## src/rtl/uart_tx_scheduler_pkg.sv

```systemverilog
// Shared encodings for the UART transmit scheduler: FSM states, requester
// indices and a one-hot helper used by the top and the round-robin arbiter.
package uart_tx_scheduler_pkg;

    typedef enum logic [1:0] {
        IDLE      = 2'd0,
        LAUNCH    = 2'd1,
        WAIT_BUSY = 2'd2,
        WAIT_DONE = 2'd3
    } state_e;

    localparam int REQ_CPU = 0;
    localparam int REQ_DBG = 1;

    function automatic logic [1:0] req_onehot(input logic idx);
        return idx ? 2'b10 : 2'b01;
    endfunction

endpackage

```

## src/rtl/rr_arb2.sv

```systemverilog
// Two-way round-robin arbiter: combinational one-hot grant, registered owner.
// On a tie the requester that did not win last time is granted.
module rr_arb2
    import uart_tx_scheduler_pkg::*;
(
    input  logic       clk,
    input  logic       reset,
    input  logic [1:0] valid_i,
    input  logic       enable_i,
    output logic [1:0] grant_o,
    output logic       owner_o
);

    logic owner_q;
    logic owner_d;

    always_comb begin
        grant_o = 2'b00;
        if (enable_i) begin
            case (valid_i)
                2'b01:   grant_o = 2'b01;
                2'b10:   grant_o = 2'b10;
                2'b11:   grant_o = req_onehot(~owner_q);
                default: grant_o = 2'b00;
            endcase
        end
    end

    // A grant is only ever issued to a valid requester, so a grant is a transfer.
    always_comb begin
        owner_d = owner_q;
        if (grant_o[REQ_DBG]) begin
            owner_d = 1'b1;
        end else if (grant_o[REQ_CPU]) begin
            owner_d = 1'b0;
        end
    end

    always_ff @(posedge clk) begin
        if (reset) begin
            owner_q <= 1'b1;
        end else begin
            owner_q <= owner_d;
        end
    end

    assign owner_o = owner_q;

endmodule

```

## src/rtl/uart_tx_scheduler.sv

```systemverilog
// Shares one UART byte transmitter between the CPU and debug requesters, one byte
// in flight; accept at N, tx_en at N+1, next accept no earlier than after req_done.
module uart_tx_scheduler
    import uart_tx_scheduler_pkg::*;
#(
    parameter int BUSY_TIMEOUT = 16,
    parameter int CNT_W        = 5
) (
    input  logic       clk,
    input  logic       reset,
    input  logic [1:0] req_valid,
    input  logic [7:0] req_data0,
    input  logic [7:0] req_data1,
    output logic [1:0] req_ready,
    output logic [1:0] req_done,
    output logic       tx_en,
    output logic [7:0] tx_data,
    input  logic       tx_status,
    output logic       err_timeout,
    output logic       owner
);

    localparam logic [CNT_W-1:0] TIMEOUT_CNT = CNT_W'(BUSY_TIMEOUT);
    localparam logic [CNT_W-1:0] CNT_ONE     = {{(CNT_W-1){1'b0}}, 1'b1};

    state_e           state_q, state_d;
    logic [CNT_W-1:0] cnt_q, cnt_d;
    logic [CNT_W-1:0] cnt_inc;
    logic [7:0]       data_q, data_d;
    logic             err_q, err_d;
    logic [1:0]       done_q, done_d;
    logic             arb_en;
    logic [1:0]       grant;
    logic             owner_cur;

    // No grant during the done-pulse cycle, so the next accept lands one cycle later.
    assign arb_en  = (state_q == IDLE) & tx_status & ~(|done_q) & ~reset;
    assign cnt_inc = cnt_q + CNT_ONE;

    rr_arb2 u_arb (
        .clk      (clk),
        .reset    (reset),
        .valid_i  (req_valid),
        .enable_i (arb_en),
        .grant_o  (grant),
        .owner_o  (owner_cur)
    );

    always_comb begin
        state_d = state_q;
        cnt_d   = cnt_q;
        data_d  = data_q;
        err_d   = err_q;
        done_d  = 2'b00;
        tx_en   = 1'b0;
        case (state_q)
            IDLE: begin
                if (|grant) begin
                    data_d  = grant[REQ_DBG] ? req_data1 : req_data0;
                    state_d = LAUNCH;
                end
            end
            LAUNCH: begin
                tx_en   = 1'b1;
                cnt_d   = '0;
                state_d = WAIT_BUSY;
            end
            WAIT_BUSY: begin
                // A falling status beats a timeout landing in the same cycle.
                if (!tx_status) begin
                    state_d = WAIT_DONE;
                end else begin
                    cnt_d = cnt_inc;
                    if (cnt_inc == TIMEOUT_CNT) begin
                        err_d   = 1'b1;
                        done_d  = req_onehot(owner_cur);
                        state_d = IDLE;
                    end
                end
            end
            WAIT_DONE: begin
                if (tx_status) begin
                    done_d  = req_onehot(owner_cur);
                    state_d = IDLE;
                end
            end
            default: begin
                state_d = IDLE;
            end
        endcase
    end

    always_ff @(posedge clk) begin
        if (reset) begin
            state_q <= IDLE;
            cnt_q   <= '0;
            data_q  <= 8'h00;
            err_q   <= 1'b0;
            done_q  <= 2'b00;
        end else begin
            state_q <= state_d;
            cnt_q   <= cnt_d;
            data_q  <= data_d;
            err_q   <= err_d;
            done_q  <= done_d;
        end
    end

    assign req_ready   = grant;
    assign req_done    = done_q;
    assign tx_data     = data_q;
    assign err_timeout = err_q;
    assign owner       = owner_cur;

endmodule

```

## config.mk

```make
export PLATFORM = sky130hd
export DESIGN_NAME = uart_tx_scheduler
export DESIGN_NICKNAME = d
export VERILOG_FILES = /design/src/rtl/uart_tx_scheduler_pkg.sv /design/src/rtl/rr_arb2.sv /design/src/rtl/uart_tx_scheduler.sv
export SDC_FILE = /design/constraint.sdc
export NUM_CORES = 1
export LEC_CHECK = 0
export ABC_AREA = 0
export CORE_UTILIZATION = 46
export CTS_CLUSTER_DIAMETER = 60
export CTS_CLUSTER_SIZE = 8
export DETAILED_ROUTE_END_ITERATION = 12
export GPL_ROUTABILITY_DRIVEN = 0
export PLACE_DENSITY = 0.84
export SETUP_SLACK_MARGIN = 0.15
export SLEW_MARGIN = 20
export SYNTH_ARGS = -nofsm -noshare
export SYNTH_HDL_FRONTEND = slang
export SYNTH_SLANG_ARGS = --single-unit
```

## constraint.sdc

```tcl
create_clock -name clk -period 3.3 [get_ports clk]
set_clock_uncertainty 0.15 [all_clocks]
set_input_delay 0.66 -clock clk [delete_from_list [all_inputs] [get_ports clk]]
set_output_delay 0.66 -clock clk [all_outputs]
set_load 0.01 [all_outputs]
```

==> results_dict.tcl <==
set metrics [dict create \
    endpoint_kind "output port" \
    root_buffer "clkbuf_4" \
    p_leak_nw 0.546 \
    final_area_um2 1420 \
    p_sw_w 0.000127 \
    slowest_stage "or4_4" \
    r2r_end "tx_data[4]" \
    path_class "primary input to output port" \
    seq_area_frac_synth_pct 37.6 \
    antenna_found_initial 0 \
    hpwlAfterDp_mm 1.68 \
    p_int_w 0.000344 \
    synth_top_area_share_pct 37.6 \
    ys_top_cells_by_area "dfxtp_1, mux2i_1, nor2_1, a211oi_1, a21oi_1" \
    post_cts_buffers 0 \
    yosys.area.top_type "dfxtp_1" \
    drc 0 \
    viasPerCell 5.49 \
    routedWlPerCell_um 12.9 \
    crit_fanout 3 \
    rows 16 \
    worst_path_largest_cell_delay_ns 0.47 \
    drive_gt1_share_pct 8.50 \
    r2r_cells 4 \
    rsz0062_at_grt "no" \
    ys_ff_latch 19 \
    synthTopCellsByCount "dfxtp_1, nor2_1, mux2i_1, a211oi_1, a21oi_1" \
    antenna_violating_nets_post_route 0 \
    synth_edf_count 0 \
    p_comb_share_pct 22.2 \
    max_cap_viol_count 0 \
    synth_area_um2 1010 \
    cp_cell_sequence "clkdlybuf4s50_1, or4_4, nor2_4, nand2_1, nor2_1, dlygate4sd2_1" \
    fp.dieH_um 48.9 \
    drv_slew 0 \
    groute.usage.overall_pct 20.7 \
    period_share_pct 88.8 \
    ios 36 \
    status "finished, final reports clean" \
    grt_pass1_vias 871 \
    finalNetCount 177 \
    r2r-start "state_q[0]" \
    cts_hold_buf 0 \
    synth_cell_type_count 37 \
    async_reset_ff_share_pct 0 \
    grt_pass1_wl_mm 3.91 \
    clk_latency_ns 0.30 \
    cp.arrival_ns 2.12 \
    synth.avg_cell_area_um2 8.57 \
    power_density_nw_per_um2 331 \
    worst_setup_path_start_kind "primary input" \
    power.share.switching_pct 27.0 \
    post_dp_cell_area_um2 1390 \
    dr.pass1.iters 4 \
    layout_min_cycle_time_ns 2.93 \
    n_antenna_cell 0 \
    hold_viol 0 \
    clk_pin_slew_worst_paths_ns 0.11 \
    cts_tree "yes" \
    areaGrowthSynthToFinish_pct 40.8 \
    grt_start_max_net_pins 20 \
    setup_viol 0 \
    die-area_um2 2390 \
    hold_class "flip-flop to flip-flop" \
    worst_pin_slew_ns 0.652 \
    synth_warnings 0 \
    vdd_drop_max_uv 262 \
    max_slew_margin_pct 56.4 \
    start_util_pct 50.0 \
    finalPower_w 0.000471 \
    worstPathRequired_ns 2.49 \
    numClockSinks 19 \
    netlist_instances 118 \
    synth-main-ff-cell "dfxtp_1" \
    crit_end "req_ready[0]" \
    core_area_um2 2020 \
    wirelength_mm 2.32 \
    overflow 0 \
    startpoint "reset" \
    drtIter0Drc 10 \
    synth.most_common_cell "dfxtp_1" \
    synth_fp_nets 141 \
    r2r_slack_ns 1.24 \
    clockBufferDepth 2 \
    p_seq_share_pct 52.6 \
    htree_num_levels 1 \
    portBuffers 35 \
    cts_buffers 3 \
    die_width_um 48.9 \
    setup_tns_ns 0 \
    fmax_mhz 341 \
    vias 989 \
    clockPowerShare_pct 25.2 \
]
-- registers in the layout (all words and copies together) (netlist names) --
signal         count
err_timeout        1
u_arb.owner_o      1
state_q            2
req_done           2
cnt_q              5
tx_data            8
-- area by class of cell --
| class | instances | area, µm² |
|---|---|---|
| Fill cell | 159 | 598 |
| Multi-Input combinational cell | 86 | 582 |
| Timing Repair Buffer | 39 | 382 |
| Sequential cell | 19 | 380 |
| Tap cell | 27 | 33.8 |
| Clock buffer | 3 | 22.5 |
| Inverter | 5 | 18.8 |
| Clock inverter | 1 | 5.00 |
-- kinds of logic after synthesis --
family	count (synthesis)	synth area share, %
simple gates	44	23.8
buf+inv	13	5.57
mux	9	8.91
flops	19	37.6
fa+ha+maj	2	2.47
compound gates	31	21.7
-- metrics by stage --
stage | utilization, % | hold slack [ns] | cells | worst slack (ns)
detailed placement | 68.6 | 0.320 | 176 | 0.0447
floorplan | - | 0.350 | 118 | 0.990
global placement | 68.6 | 0.301 | 176 | 0.0949
global route | 70.4 | 0.363 | 180 | 0.303
finish | 70.4 | 0.336 | 180 | 0.371
CTS | 70.3 | 0.342 | 180 | 0.168
-- power by group through the flow --
stage                     logic (W)  clock network (W)  registers, W
after floorplan           0.0000496                  0      0.000254
after global placement     0.000100                  0      0.000253
after detailed placement   0.000103                  0      0.000253
after CTS                  0.000105           0.000124      0.000248
after global routing       0.000114           0.000131      0.000249
final                      0.000105           0.000119      0.000248
-- how the worst min path moves through the flow --
stage | from | endpoint | slack (ns) | cells past startpoint
4_1_cts | err_timeout | err_timeout | 0.34 | 2
6_report | err_timeout | err_timeout | 0.34 | 2
3_3_place_gp | err_timeout | err_timeout | 0.30 | 2
5_1_grt | err_timeout | err_timeout | 0.36 | 2
3_5_place_dp | err_timeout | err_timeout | 0.32 | 2
2_1_floorplan | state_q[1] | req_done[0] | 0.35 | 2
-- placed cells by master, fill, tap and decap left out, types with 2 or more instances in the layout --
cell type and instances:
clkdlybuf4s50_1 33, and2_1 2, nor2_1 16, ha_1 2, nand2_1 5, buf_4 4
nor3b_1 2, dfxtp_1 19, inv_1 5, a22o_1 2, a21oi_1 7, nor2b_1 4
nand2b_1 3, a21boi_0 2, a31oi_1 2, mux2i_1 9, o21ai_0 3, a211oi_1 7
a311oi_1 2, clkbuf_4 3
-- worst max-delay path: cells and delay by family --
family | cells | cell delay (ns)
buffers and inverters | 2 | 0.70
and+or+nand+nor | 4 | 0.76
-- per-layer routing --
| layer | wire length (µm) | up-vias | GRT usage (%) |
|---|---|---|---|
| met5 | 0 | - | 0 |
| met4 | 28 | 0 | 8.82 |
| li1 | - | 494 | - |
| met3 | 62 | 2 | 1.87 |
| met2 | 1140 | 29 | 34.7 |
| met1 | 1100 | 464 | 27.0 |
-- what timing repair did --
action                                  CTS  global route
resized for setup                         3             1
endpoints found under the hold margin     0             0
endpoints found under the setup margin    2             1
Power figures use the tool's default switching activity.
